==> config.mk <==
export PLATFORM = sky130hd
export DESIGN_NAME = hex_keypad_grayhill_072
export DESIGN_NICKNAME = d
export VERILOG_FILES = /design/src/rtl/hex_keypad_pkg.sv /design/src/rtl/keypad_code_decoder.sv /design/src/rtl/hex_keypad_grayhill_072.sv
export SDC_FILE = /design/constraint.sdc
export NUM_CORES = 1
export LEC_CHECK = 0
export ABC_CLOCK_PERIOD_IN_PS = 1400
export CORE_AREA = 2 2 39 41
export DETAILED_ROUTE_END_ITERATION = 6
export DIE_AREA = 0 0 41 43
export PLACE_DENSITY_LB_ADDON = 0.12
export SLEW_MARGIN = 20
export SYNTH_ARGS = -nofsm -noshare
export SYNTH_HDL_FRONTEND = slang
export SYNTH_SLANG_ARGS = --single-unit
==> constraint.sdc <==
create_clock -name clock -period 1.4 [get_ports clock]
set_clock_uncertainty 0.15 [all_clocks]
set_input_delay 0.35 -clock clock [delete_from_list [all_inputs] [get_ports clock]]
set_output_delay 0.35 -clock clock [all_outputs]
set_load 0.05 [all_outputs]
==> src/rtl/hex_keypad_pkg.sv <==
// -----------------------------------------------------------------------------
// hex_keypad_pkg
// Shared definitions for the Grayhill 4x4 hex keypad scanner:
//   - state_e      : scanner states S_0 (idle), S_1..S_4 (scan column 0..3),
//                    S_5 (key held)
//   - COL_*        : column drive patterns (active-high, bit j = column j)
//   - NO_KEY_CODE  : default Code value when no single key is decoded
//   - col_drive()  : column pattern driven in a given state
//   - is_one_hot() : true when exactly one bit of a 4-bit vector is set
// -----------------------------------------------------------------------------
package hex_keypad_pkg;

  typedef enum logic [2:0] {
    S_0 = 3'd0,  // idle, all columns driven, waiting for S_Row
    S_1 = 3'd1,  // scanning column 0
    S_2 = 3'd2,  // scanning column 1
    S_3 = 3'd3,  // scanning column 2
    S_4 = 3'd4,  // scanning column 3
    S_5 = 3'd5   // key held, all columns driven until release
  } state_e;

  localparam logic [3:0] COL_ALL = 4'b1111;
  localparam logic [3:0] COL_0   = 4'b0001;
  localparam logic [3:0] COL_1   = 4'b0010;
  localparam logic [3:0] COL_2   = 4'b0100;
  localparam logic [3:0] COL_3   = 4'b1000;

  localparam logic [3:0] NO_KEY_CODE = 4'h0;

  // Column pattern for a state. Idle and held both drive every column so any
  // pressed key shows up on the rows.
  function automatic logic [3:0] col_drive(input state_e s);
    case (s)
      S_1:     col_drive = COL_0;
      S_2:     col_drive = COL_1;
      S_3:     col_drive = COL_2;
      S_4:     col_drive = COL_3;
      default: col_drive = COL_ALL;
    endcase
  endfunction

  function automatic logic is_one_hot(input logic [3:0] v);
    is_one_hot = (v != 4'b0000) && ((v & (v - 4'd1)) == 4'b0000);
  endfunction

endpackage

==> src/rtl/keypad_code_decoder.sv <==
// -----------------------------------------------------------------------------
// keypad_code_decoder
// Purely combinational Row/Col to hex-code decoder.
//   Code = 4*row_index + col_index when both Row and Col are one-hot,
//   otherwise NO_KEY_CODE (no key, several keys, or all columns driven).
// Ports:
//   row  [3:0] in  : keypad row lines, bit i = row i
//   col  [3:0] in  : column drive currently applied, bit j = column j
//   code [3:0] out : decoded hex code
// -----------------------------------------------------------------------------
module keypad_code_decoder
  import hex_keypad_pkg::*;
#(
  parameter logic [3:0] NO_KEY_CODE = hex_keypad_pkg::NO_KEY_CODE
) (
  input  logic [3:0] row,
  input  logic [3:0] col,
  output logic [3:0] code
);

  logic [1:0] row_idx;
  logic [1:0] col_idx;

  // NOTE: every variable written in always_comb gets a default first, so no
  // path leaves it unassigned and no latch is inferred.
  always_comb begin
    row_idx = 2'd0;
    col_idx = 2'd0;
    for (int i = 0; i < 4; i++) begin
      if (row[i]) row_idx = 2'(i);
      if (col[i]) col_idx = 2'(i);
    end
  end

  always_comb begin
    code = NO_KEY_CODE;
    if (is_one_hot(row) && is_one_hot(col)) begin
      code = {row_idx, col_idx};
    end
  end

endmodule

==> src/rtl/hex_keypad_grayhill_072.sv <==
// -----------------------------------------------------------------------------
// hex_keypad_grayhill_072
// Scanner for a Grayhill 4x4 hex keypad. Waits in S_0 for S_Row, then drives
// one column at a time (S_1..S_4). When a row answers, the key is reported on
// Code/Valid for that single scan cycle and the FSM parks in S_5 until every
// row goes low again.
//
// Ports:
//   clock       in      : sole clock, rising edge
//   reset       in      : synchronous active-low reset
//   S_Row       in      : synchronized "any row active" indication
//   Row   [3:0] in      : keypad rows, active-high
//   Col   [3:0] out     : column drive, active-high (registered)
//   Code  [3:0] out     : hex code of the detected key
//   Valid       out     : high while Code holds a detected key
//
// Configuration:
//   KEYPAD_REGISTERED_OUT_EN  when defined, Code and Valid are registered,
//                             appearing one cycle later and lasting one cycle.
//                             Col timing is the same in both builds.
// -----------------------------------------------------------------------------
module hex_keypad_grayhill_072
  import hex_keypad_pkg::*;
#(
  parameter logic [3:0] NO_KEY_CODE = hex_keypad_pkg::NO_KEY_CODE
) (
  input  logic       clock,
  input  logic       reset,
  input  logic       S_Row,
  input  logic [3:0] Row,
  output logic [3:0] Col,
  output logic [3:0] Code,
  output logic       Valid
);

  state_e     state_q, state_d;
  logic [3:0] col_q,   col_d;

  logic       row_any;
  logic       scanning;
  logic       valid_comb;
  logic [3:0] code_comb;

  assign row_any  = (Row != 4'b0000);
  assign scanning = (state_q == S_1) || (state_q == S_2) ||
                    (state_q == S_3) || (state_q == S_4);

  // ---------------------------------------------------------------------------
  // Next-state logic
  // ---------------------------------------------------------------------------
  always_comb begin
    state_d = state_q;
    case (state_q)
      S_0: state_d = S_Row ? S_1 : S_0;
      S_1: state_d = row_any ? S_5 : S_2;
      S_2: state_d = row_any ? S_5 : S_3;
      S_3: state_d = row_any ? S_5 : S_4;
      S_4: state_d = row_any ? S_5 : S_0;
      S_5: state_d = row_any ? S_5 : S_0;
      default: state_d = S_0;
    endcase
  end

  // Col is registered from the next state so it changes on the same edge as
  // the state and is glitch-free at the pins.
  assign col_d = col_drive(state_d);

  // ---------------------------------------------------------------------------
  // FSM state and column drive
  // ---------------------------------------------------------------------------
  // NOTE: sequential state uses non-blocking assignments so every flop samples
  // values from before the edge, independent of statement order.
  // NOTE: reset is synchronous (sampled only on the clock edge), so there is
  // no asynchronous path into these flops.
  always_ff @(posedge clock) begin
    if (!reset) begin
      state_q <= S_0;
      col_q   <= COL_ALL;
    end else begin
      state_q <= state_d;
      col_q   <= col_d;
    end
  end

  assign Col = col_q;

  // ---------------------------------------------------------------------------
  // Key reporting
  // ---------------------------------------------------------------------------
  // A row answering during a scan state means a key was found in the column
  // being driven; that is the one cycle before S_5.
  assign valid_comb = scanning && row_any;

  keypad_code_decoder #(
    .NO_KEY_CODE (NO_KEY_CODE)
  ) u_decoder (
    .row  (Row),
    .col  (col_q),
    .code (code_comb)
  );

`ifdef KEYPAD_REGISTERED_OUT_EN
  logic       valid_q, valid_d;
  logic [3:0] code_q,  code_d;

  assign valid_d = valid_comb;
  assign code_d  = code_comb;

  always_ff @(posedge clock) begin
    if (!reset) begin
      valid_q <= 1'b0;
      code_q  <= NO_KEY_CODE;
    end else begin
      valid_q <= valid_d;
      code_q  <= code_d;
    end
  end

  assign Valid = valid_q;
  assign Code  = code_q;
`else
  assign Valid = valid_comb;
  assign Code  = code_comb;
`endif

endmodule

# --- Word-level counts from Yosys, hierarchy flattened ---
# Cells that the tools add are included.
op_classes:
  shift: 0
  eq_ne: 9
  n_mul: 0
  div: 0
  n_reduce_logical: 13
  n_bitwise: 2
  order_cmp: 0
  muxes: 14
  add_sub_neg: 2
ops:
  columns: ["operator", "n"]
  rows:
  - ["4-bit one-hot mux with 4 select lines", 1]
  - ["3-bit one-hot mux with 5 select lines", 1]
  - ["3-bit by 2-bit == test with 1-bit output, second input constant", 4]
  - ["3-bit == test, second input constant", 3]
  - ["3-bit 2-to-1 mux", 3]
  - ["4-bit AND", 2]
  - ["4-bit zero test", 2]
  - ["2-bit 2-to-1 mux", 4]
  - ["4-bit nonzero test", 2]
  - ["4-bit by 1-bit subtractor with 4-bit output, second input constant", 2]
  - ["3-bit by 1-bit == test with 1-bit output, second input constant", 2]
  - ["1-bit logical AND", 4]
  - ["1-bit 2-to-1 mux", 4]
  - ["4-bit 2-to-1 mux", 1]
  - ["3-bit zero test", 1]
  - ["1-bit logical OR", 3]
  - ["2-bit OR reduction", 1]
totals:
  latch_bits: 0
  mem_bits_rw: 0
  rom_bits: 0
  out_inout_bits: 9
  inputBits: 7
  ff_bits: 7
  n_memories: 0

# --- Logic depth before layout (Yosys ltp) ---
# Gate-level depths: netlist (run 1).
logic_depth:
  word_depth: 6
  mapped_depth: 4

# --- By module ---
# A second synthesis (run 1) with hierarchy kept.
unflattened:
  hier_cells: 51
  area_unflattened_um2: 485.5
modules_own_cells:
  columns: ["mod", "cells_each", "area_per_inst_um2", "instances"]
  rows:
  - ["hex_keypad_grayhill_072", 34, 311.5, 1]
  - ["keypad_code_decoder", 17, 173.9, 1]

# --- Least setup slack after synthesis (run 1) ---
# OpenSTA, ideal clock, no wires.
synth_timing:
  path_kind: "register to output"
  from: "reg col_q[2] (netlist: Col[2])"
  to: "out Code[3]"
  stages_incl_launch_ff: 4
  setup_slack_ns: -1.697
  n_path_buf: 0
  arrival_time_ns: 2.597
  path_cell_list: "dfxtp_1 > nor2_1 > xnor2_1 > nor4b_1"
synth_via:
  elab_chain_len: 6
  elab_cells_between_ends: 7
  classes_between: "add/sub: 1; mux: 1; bitwise: 1; reduce/logical: 4"
synth_rtl:
  columns: ["element", "line", "rtl"]
  rows:
  - ["start, declared", "hex_keypad_grayhill_072.sv:37", "logic [3:0] col_q, col_d;"]
  - ["start signal, assigned", "hex_keypad_grayhill_072.sv:81", "col_q <= col_d;"]
  - ["4-bit by 1-bit subtractor with 4-bit output", "hex_keypad_pkg.sv:43", "is_one_hot = (v != 4'b0000) && ((v & (v - 4'd1)) == 4'b0000);"]
  - ["4-bit AND", "hex_keypad_pkg.sv:43", null]
  - ["4-bit zero test", "hex_keypad_pkg.sv:43", null]
  - ["1-bit logical AND *", "hex_keypad_pkg.sv:43", null]
  - ["1-bit logical AND *", "keypad_code_decoder.sv:37", "if (is_one_hot(row) && is_one_hot(col)) begin"]
  - ["4-bit 2-to-1 mux *", "keypad_code_decoder.sv:37", null]
  - ["end, declared", "hex_keypad_grayhill_072.sv:32", "output logic [3:0] Code,"]
# Mark *: on every way between the ends. The rest lies on a longest branch, timed or not.

# --- Worst setup path after layout (run 1) ---
layout_timing:
  from: "reg col_q[1] (netlist: Col[1])"
  to: "out Code[2]"
# The elaborated chain is that of the path after synthesis.

==> results.py, run 1 <==
metrics = {
    "outcome": {
        "run_status": "finished, violations left",
        "violations": "negative setup slack",
    },
    "die": {
        "design.die.area_um2": 1760,
        "chipWidth_um": 41,
        "core-area_um2": 1380,
        "num_rows": 14,
        "io_pins": 16,
        "die_h_um": 43,
        "start_util_pct": 30.4,
    },
    "hold_path": {
        "hp-class": "in2reg",
    },
    "cts": {
        "cts_tree": "done",
        "cts.path.max_buffers": 2,
        "cts_hold_buf": 0,
        "cts_root_buf": "clkbuf_4",
        "clock_latency_ns": 0.26,
        "numClockSinks": 7,
        "numCtsBuffers": 3,
        "clkTransAtPathRegs_ns": 0.06,
        "cts_max_level": 1,
    },
    "cells_and_area": {
        "seq_area_um2": 160,
        "diodes": 0,
        "drive_gt1_share_pct": 73.9,
        "multi_input_area_um2": 449,
        "nNetsFinal": 96,
        "area_growth_pct": 156,
        "final_util_pct": 77.7,
        "layout.filler_cells": 94,
    },
    "timing": {
        "tightest_slew_ns": 0.353,
        "fin_ws_ns": -0.588,
        "slew_viol_final": 0,
        "rsz0062_at_grt": "yes",
        "relSlewSlack_pct": 76.4,
        "fin_crit_ns": 1.99,
        "finalHoldViolCount": 0,
        "max_freq_mhz": 503,
        "setup_viol": 9,
        "finalCritPeriodShare_pct": 142,
        "worst_hold_slack_ns": 0.427,
    },
    "global_routing": {
        "overflow": 0,
        "grt_usage_pct": 21.1,
        "antenna_found_initial": 0,
        "first_global_vias": 609,
        "grt_pass1_wl_um": 2500,
        "grt_max_degree": 8,
    },
    "drt": {
        "dr.pass1.iters": 4,
        "via_count": 538,
        "drtIter0Drc": 7,
        "routed_wl_um": 1640,
        "ant_nets": 0,
        "drt-vias-per-instance": 5.17,
        "wl_per_cell_um": 15.8,
        "route.detailed.drc": 0,
    },
    "synth": {
        "synth_edf_count": 0,
        "synth_common_cells": "8 x nor2_1, 7 x dfxtp_1, 3 x and2_1, 3 x o21ai_1",
        "syn_inst": 50,
        "ys_seq_area_share_pct": 33.3,
        "synth_area_um2": 420,
        "synth_largest_area_cell": "dfxtp_1",
        "yosysWarnings": 0,
        "syn_nets": 57,
        "synthFlopType": "dfxtp_1",
        "avgSynthCellArea_um2": 8.41,
        "synth-async-reset-ratio_pct": 0,
        "yosysTopAreaCellShare_pct": 33.3,
        "synthDistinctLibCells": 24,
        "synthTopCellsByArea": "dfxtp_1 33%, nor2_1 7.1%, nor4_4 5.1%, and2_1 4.5%, nor4b_1 4.2%",
        "yosysMostFrequentCell": "nor2_1",
        "synth_seq_cells": 7,
    },
    "setup_path": {
        "crit_buf_inv": 2,
        "cpMaxStageDelayCell": "dfxtp_4",
        "max_stage_delay_ns": 0.36,
        "crit_path_end_kind": "primary output",
        "required_ns": 0.90,
        "crit_path_cell_trace": "a22oi_2 > nand2_4 > buf_4 > nor4_4 > buf_12",
        "arrival_ns": 1.49,
        "start_kind": "register",
        "crit_family": "flip-flops",
        "path_class": "reg2out",
        "crit_fanout": 4,
        "r2r_slack_ns": 0.16,
    },
    "placement": {
        "numPortBuffers": 15,
        "dpl.hpwl_um": 1240,
        "place.gp.congestion": 0.712,
    },
    "pwr": {
        "power.leakage_nw": 0.430,
        "powerDensity_nw_per_um2": 638,
        "vdd_drop_max_uv": 542,
    },
    "job": {
        "maxCapViolCount": 0,
    },
}
## state kept, by name, indices dropped and copies added, names as in the netlist
register	flops
Col	4
state_q	3
## final timing paths
kind / from / endpoint / depth (start not counted)
min reg2reg: state_q[1] / state_q[2] / 1
max: Col[1] / Code[2] / 5
min: Row[1] / Col[3] / 5
max reg2reg: state_q[2] / Col[3] / 3
## layout make-up
class | count | area share, %
Clock buffer | 4 | 2.44
Inverter | 2 | 0.698
Multi-Input combinational cell | 39 | 41.8
Sequential cell | 7 | 14.9
Tap cell | 16 | 1.86
Timing Repair Buffer | 36 | 38.3
## where the power goes
group          leakage, nW  switching (mW)  internal (mW)
logic                0.356           0.141          0.133
clock network       0.0150          0.0810          0.109
registers           0.0585          0.0148          0.207
## worst min-delay path: stages
cell      delay, ns
buf_8          0.09
buf_6          0.10
or4_4          0.13
o21ai_2        0.06
o311ai_2       0.07
## logic make-up after synthesis
group | after synthesis | share of synthesized area [%]
buffers and inverters | 4 | 3.57
AO/OA/AOI/OAI | 12 | 19.9
flip-flops | 7 | 33.3
XOR/XNOR | 4 | 8.33
AND/OR/NAND/NOR | 23 | 34.8
## metrics by stage
stage	instance area, µm²	power [mW]	TNS, ns	setup slack (ns)	instances
floorplan	618	0.363	-1.96	-0.499	50
global placement	973	0.468	-9.00	-0.882	97
detailed placement	973	0.475	-9.49	-0.904	97
CTS	1040	0.680	-2.47	-0.582	103
global route	1070	0.722	-3.06	-0.650	104
finish	1070	0.686	-2.66	-0.588	104
## routing by layer
| layer | share of wire [%] | global-route usage (%) |
|---|---|---|
| met1 | 34 | 19.3 |
| met2 | 59 | 38.4 |
| met3 | 5.3 | 4.19 |
| met4 | 1.8 | 12.7 |
| met5 | 0 | 0 |
## layout by cell type, fill, tap and decap left out, types with 3 or more instances in the layout
master	n
nor2_4	6
buf_6	9
buf_12	8
nor4_4	3
dfxtp_4	5
buf_4	14
clkbuf_4	3
## timing repair
action,in CTS,in global routing
endpoints found under the hold margin,0,0
endpoints found under the setup margin,14,10
buffers inserted,3,1
resized for setup,30,7
cloned,0,0
pin swaps,10,9
(Power assumes the default switching activity.)
==> inputs of run 2 (changes only) <==
--- a/config.mk
+++ b/config.mk
@@ -7,6 +7,7 @@
 export LEC_CHECK = 0
 export ABC_CLOCK_PERIOD_IN_PS = 1400
 export CORE_AREA = 2 2 39 41
+export CTS_CLUSTER_DIAMETER = 40
 export DETAILED_ROUTE_END_ITERATION = 6
 export DIE_AREA = 0 0 41 43
 export PLACE_DENSITY_LB_ADDON = 0.12
==> results of run 2 <==
Final layout, timing and power as in run 1 (identical DEF).
==> inputs of run 3 (changes only) <==
--- a/config.mk
+++ b/config.mk
@@ -14,4 +14,5 @@
 export SLEW_MARGIN = 20
 export SYNTH_ARGS = -nofsm -noshare
 export SYNTH_HDL_FRONTEND = slang
+export SYNTH_HIERARCHICAL = 1
 export SYNTH_SLANG_ARGS = --single-unit
==> results.py, run 3 <==
metrics = {
    "outcome": {
        "run_status": "finished, violations left",
        "violations": "negative setup slack",
    },
    "drt": {
        "route.detailed.drc": 0,
        "drtIter0Drc": 1,
        "wl_per_cell_um": 12.8,
        "routed_wl_um": 1350,
        "via_count": 520,
        "ant_nets": 0,
        "dr.pass1.iters": 2,
        "drt-vias-per-instance": 4.95,
    },
    "timing": {
        "finalCritPeriodShare_pct": 136,
        "relSlewSlack_pct": 71.2,
        "setup_viol": 9,
        "finalHoldViolCount": 0,
        "rsz0062_at_grt": "yes",
        "tightest_slew_ns": 0.430,
        "slew_viol_final": 0,
        "worst_hold_slack_ns": 0.427,
        "setup-tns-final_ns": -2.46,
        "fin_ws_ns": -0.507,
        "max_freq_mhz": 524,
        "fin_crit_ns": 1.91,
    },
    "synth": {
        "yosysTopAreaCellShare_pct": 28.9,
        "yosysMostFrequentCell": "dfxtp_1",
        "synth_seq_cells": 7,
        "synthFlopType": "dfxtp_1",
        "synthTopCellsByArea": "dfxtp_1 29%, nor4_2 7.7%, nor2_4 7.0%, xnor2_2 6.7%, a21oi_1 6.2%",
        "synth_edf_count": 0,
        "synth_area_um2": 485,
        "syn_inst": 51,
        "ys_seq_area_share_pct": 28.9,
        "synth_largest_area_cell": "dfxtp_1",
        "synthDistinctLibCells": 24,
        "synth-async-reset-ratio_pct": 0,
        "syn_nets": 58,
        "yosysWarnings": 6,
        "avgSynthCellArea_um2": 9.52,
        "synth_common_cells": "7 x dfxtp_1, 6 x a21oi_1",
    },
    "cts": {
        "numClockSinks": 7,
        "cts_hold_buf": 0,
        "cts_root_buf": "clkbuf_4",
        "cts_tree": "done",
        "numCtsBuffers": 3,
        "clkTransAtPathRegs_ns": 0.05,
        "cts_max_level": 1,
        "clock_latency_ns": 0.25,
        "cts.path.max_buffers": 2,
    },
    "hold_path": {
        "whs_path_depth": 2,
        "hp-class": "reg2reg",
        "min_to": "Col[0]",
        "min_from": "state_q[0]",
    },
    "global_routing": {
        "grt_usage_pct": 20.2,
        "first_global_vias": 563,
        "overflow": 0,
        "grt_max_degree": 9,
        "antenna_found_initial": 0,
        "grt_pass1_wl_um": 2360,
    },
    "cells_and_area": {
        "final_cell_mix": "17 x buf_4, 8 x buf_12, 6 x nor2_4",
        "layout_commonest_cell": "buf_4",
        "nNetsFinal": 97,
        "area_growth_pct": 111,
        "diodes": 0,
        "drive_gt1_share_pct": 71.9,
        "final_cell_area_um2": 1030,
        "largest_reg_flops": 4,
    },
    "placement": {
        "place.gp.congestion": 0.660,
        "dpl.hpwl_um": 1110,
        "numPortBuffers": 15,
        "postPlaceCellArea_um2": 962,
    },
    "setup_path": {
        "r2r_start": "state_q[1]",
        "r2r_slack_ns": 0.12,
        "crit_fanout": 4,
        "start_kind": "register",
        "rr_worst_depth": 3,
        "r2r_end": "state_q[0]",
        "crit_path_end_kind": "primary output",
        "required_ns": 0.90,
        "path_class": "reg2out",
        "arrival_ns": 1.41,
    },
    "die": {
        "design.die.area_um2": 1760,
        "start_util_pct": 35.1,
        "core-area_um2": 1380,
        "io_pins": 16,
        "chipWidth_um": 41,
        "die_h_um": 43,
        "num_rows": 14,
    },
    "pwr": {
        "vdd_drop_max_uv": 497,
        "powerDensity_nw_per_um2": 640,
        "power.leakage_nw": 0.408,
    },
    "job": {
        "maxCapViolCount": 0,
    },
}
==> run 3: critical path: stages, from the launching register on <==
cell and delay (ns):
dfxtp_4 0.35, a22oi_2 0.22, nand2_4 0.13, nor4b_4 0.28, buf_12 0.18
==> run 3: metrics by stage <==
step | power (mW) | std cells | setup slack, ns | utilization (%)
CTS | 0.662 | 105 | -0.586 | 73.3
global placement | 0.465 | 100 | -0.866 | 69.5
global route | 0.693 | 105 | -0.580 | 74.1
detailed placement | 0.470 | 100 | -0.910 | 69.5
finish | 0.657 | 105 | -0.507 | 74.1
floorplan | 0.357 | 51 | -0.497 | -
==> run 3: kinds of logic (layout without fill, tap and decap cells) <==
family	after synthesis	after routing	share of synthesized area, %
flip-flops	7	7	28.9
XOR/XNOR	3	3	8.51
AND/OR/NAND/NOR	22	22	37.1
AO/OA/AOI/OAI	15	15	22.4
buffers and inverters	4	42	3.09
==> run 3: per-layer routing <==
| layer | vias up | part of all wire [%] | GRT usage (%) | routed length (µm) |
|---|---|---|---|---|
| met2 | 19 | 60 | 34.1 | 803 |
| met5 | - | 0 | 0 | 0 |
| met4 | 0 | 2.1 | 15.3 | 28 |
| met1 | 236 | 33 | 19.5 | 446 |
| met3 | 4 | 5.3 | 4.19 | 71 |
| li1 | 261 | - | - | - |
==> run 3: layout make-up <==
cell class / instances / area, µm²
repair buffers: 35 / 375
clock buffers: 4 / 26.3
multi-input cells: 40 / 437
flip-flops and latches: 7 / 156
fillers: 101 / 358
well taps: 16 / 20.0
inverters: 3 / 11.3
==> run 3: repair_timing <==
action | 4_1_cts | 5_1_grt
buffers inserted | 1 | 1
gates resized for setup | 24 | 3
pin swaps | 13 | 1
setup endpoints to repair | 12 | 14
==> run 3: power breakdown <==
part,internal [mW],switching [mW]
logic,0.120,0.133
clock network,0.109,0.0724
registers,0.208,0.0145
==> run 3: worst max-delay path by stage <==
stage / end / slack [ns] / start / depth (start not counted)
after floorplan: Code[3] / -0.50 / Col[2] / 3
after global placement: Code[0] / -0.87 / Row[0] / 5
after detailed placement: Code[0] / -0.91 / Row[1] / 5
after CTS: Code[1] / -0.59 / Col[2] / 4
after global routing: Code[3] / -0.58 / Col[2] / 4
final: Code[1] / -0.51 / Col[2] / 4
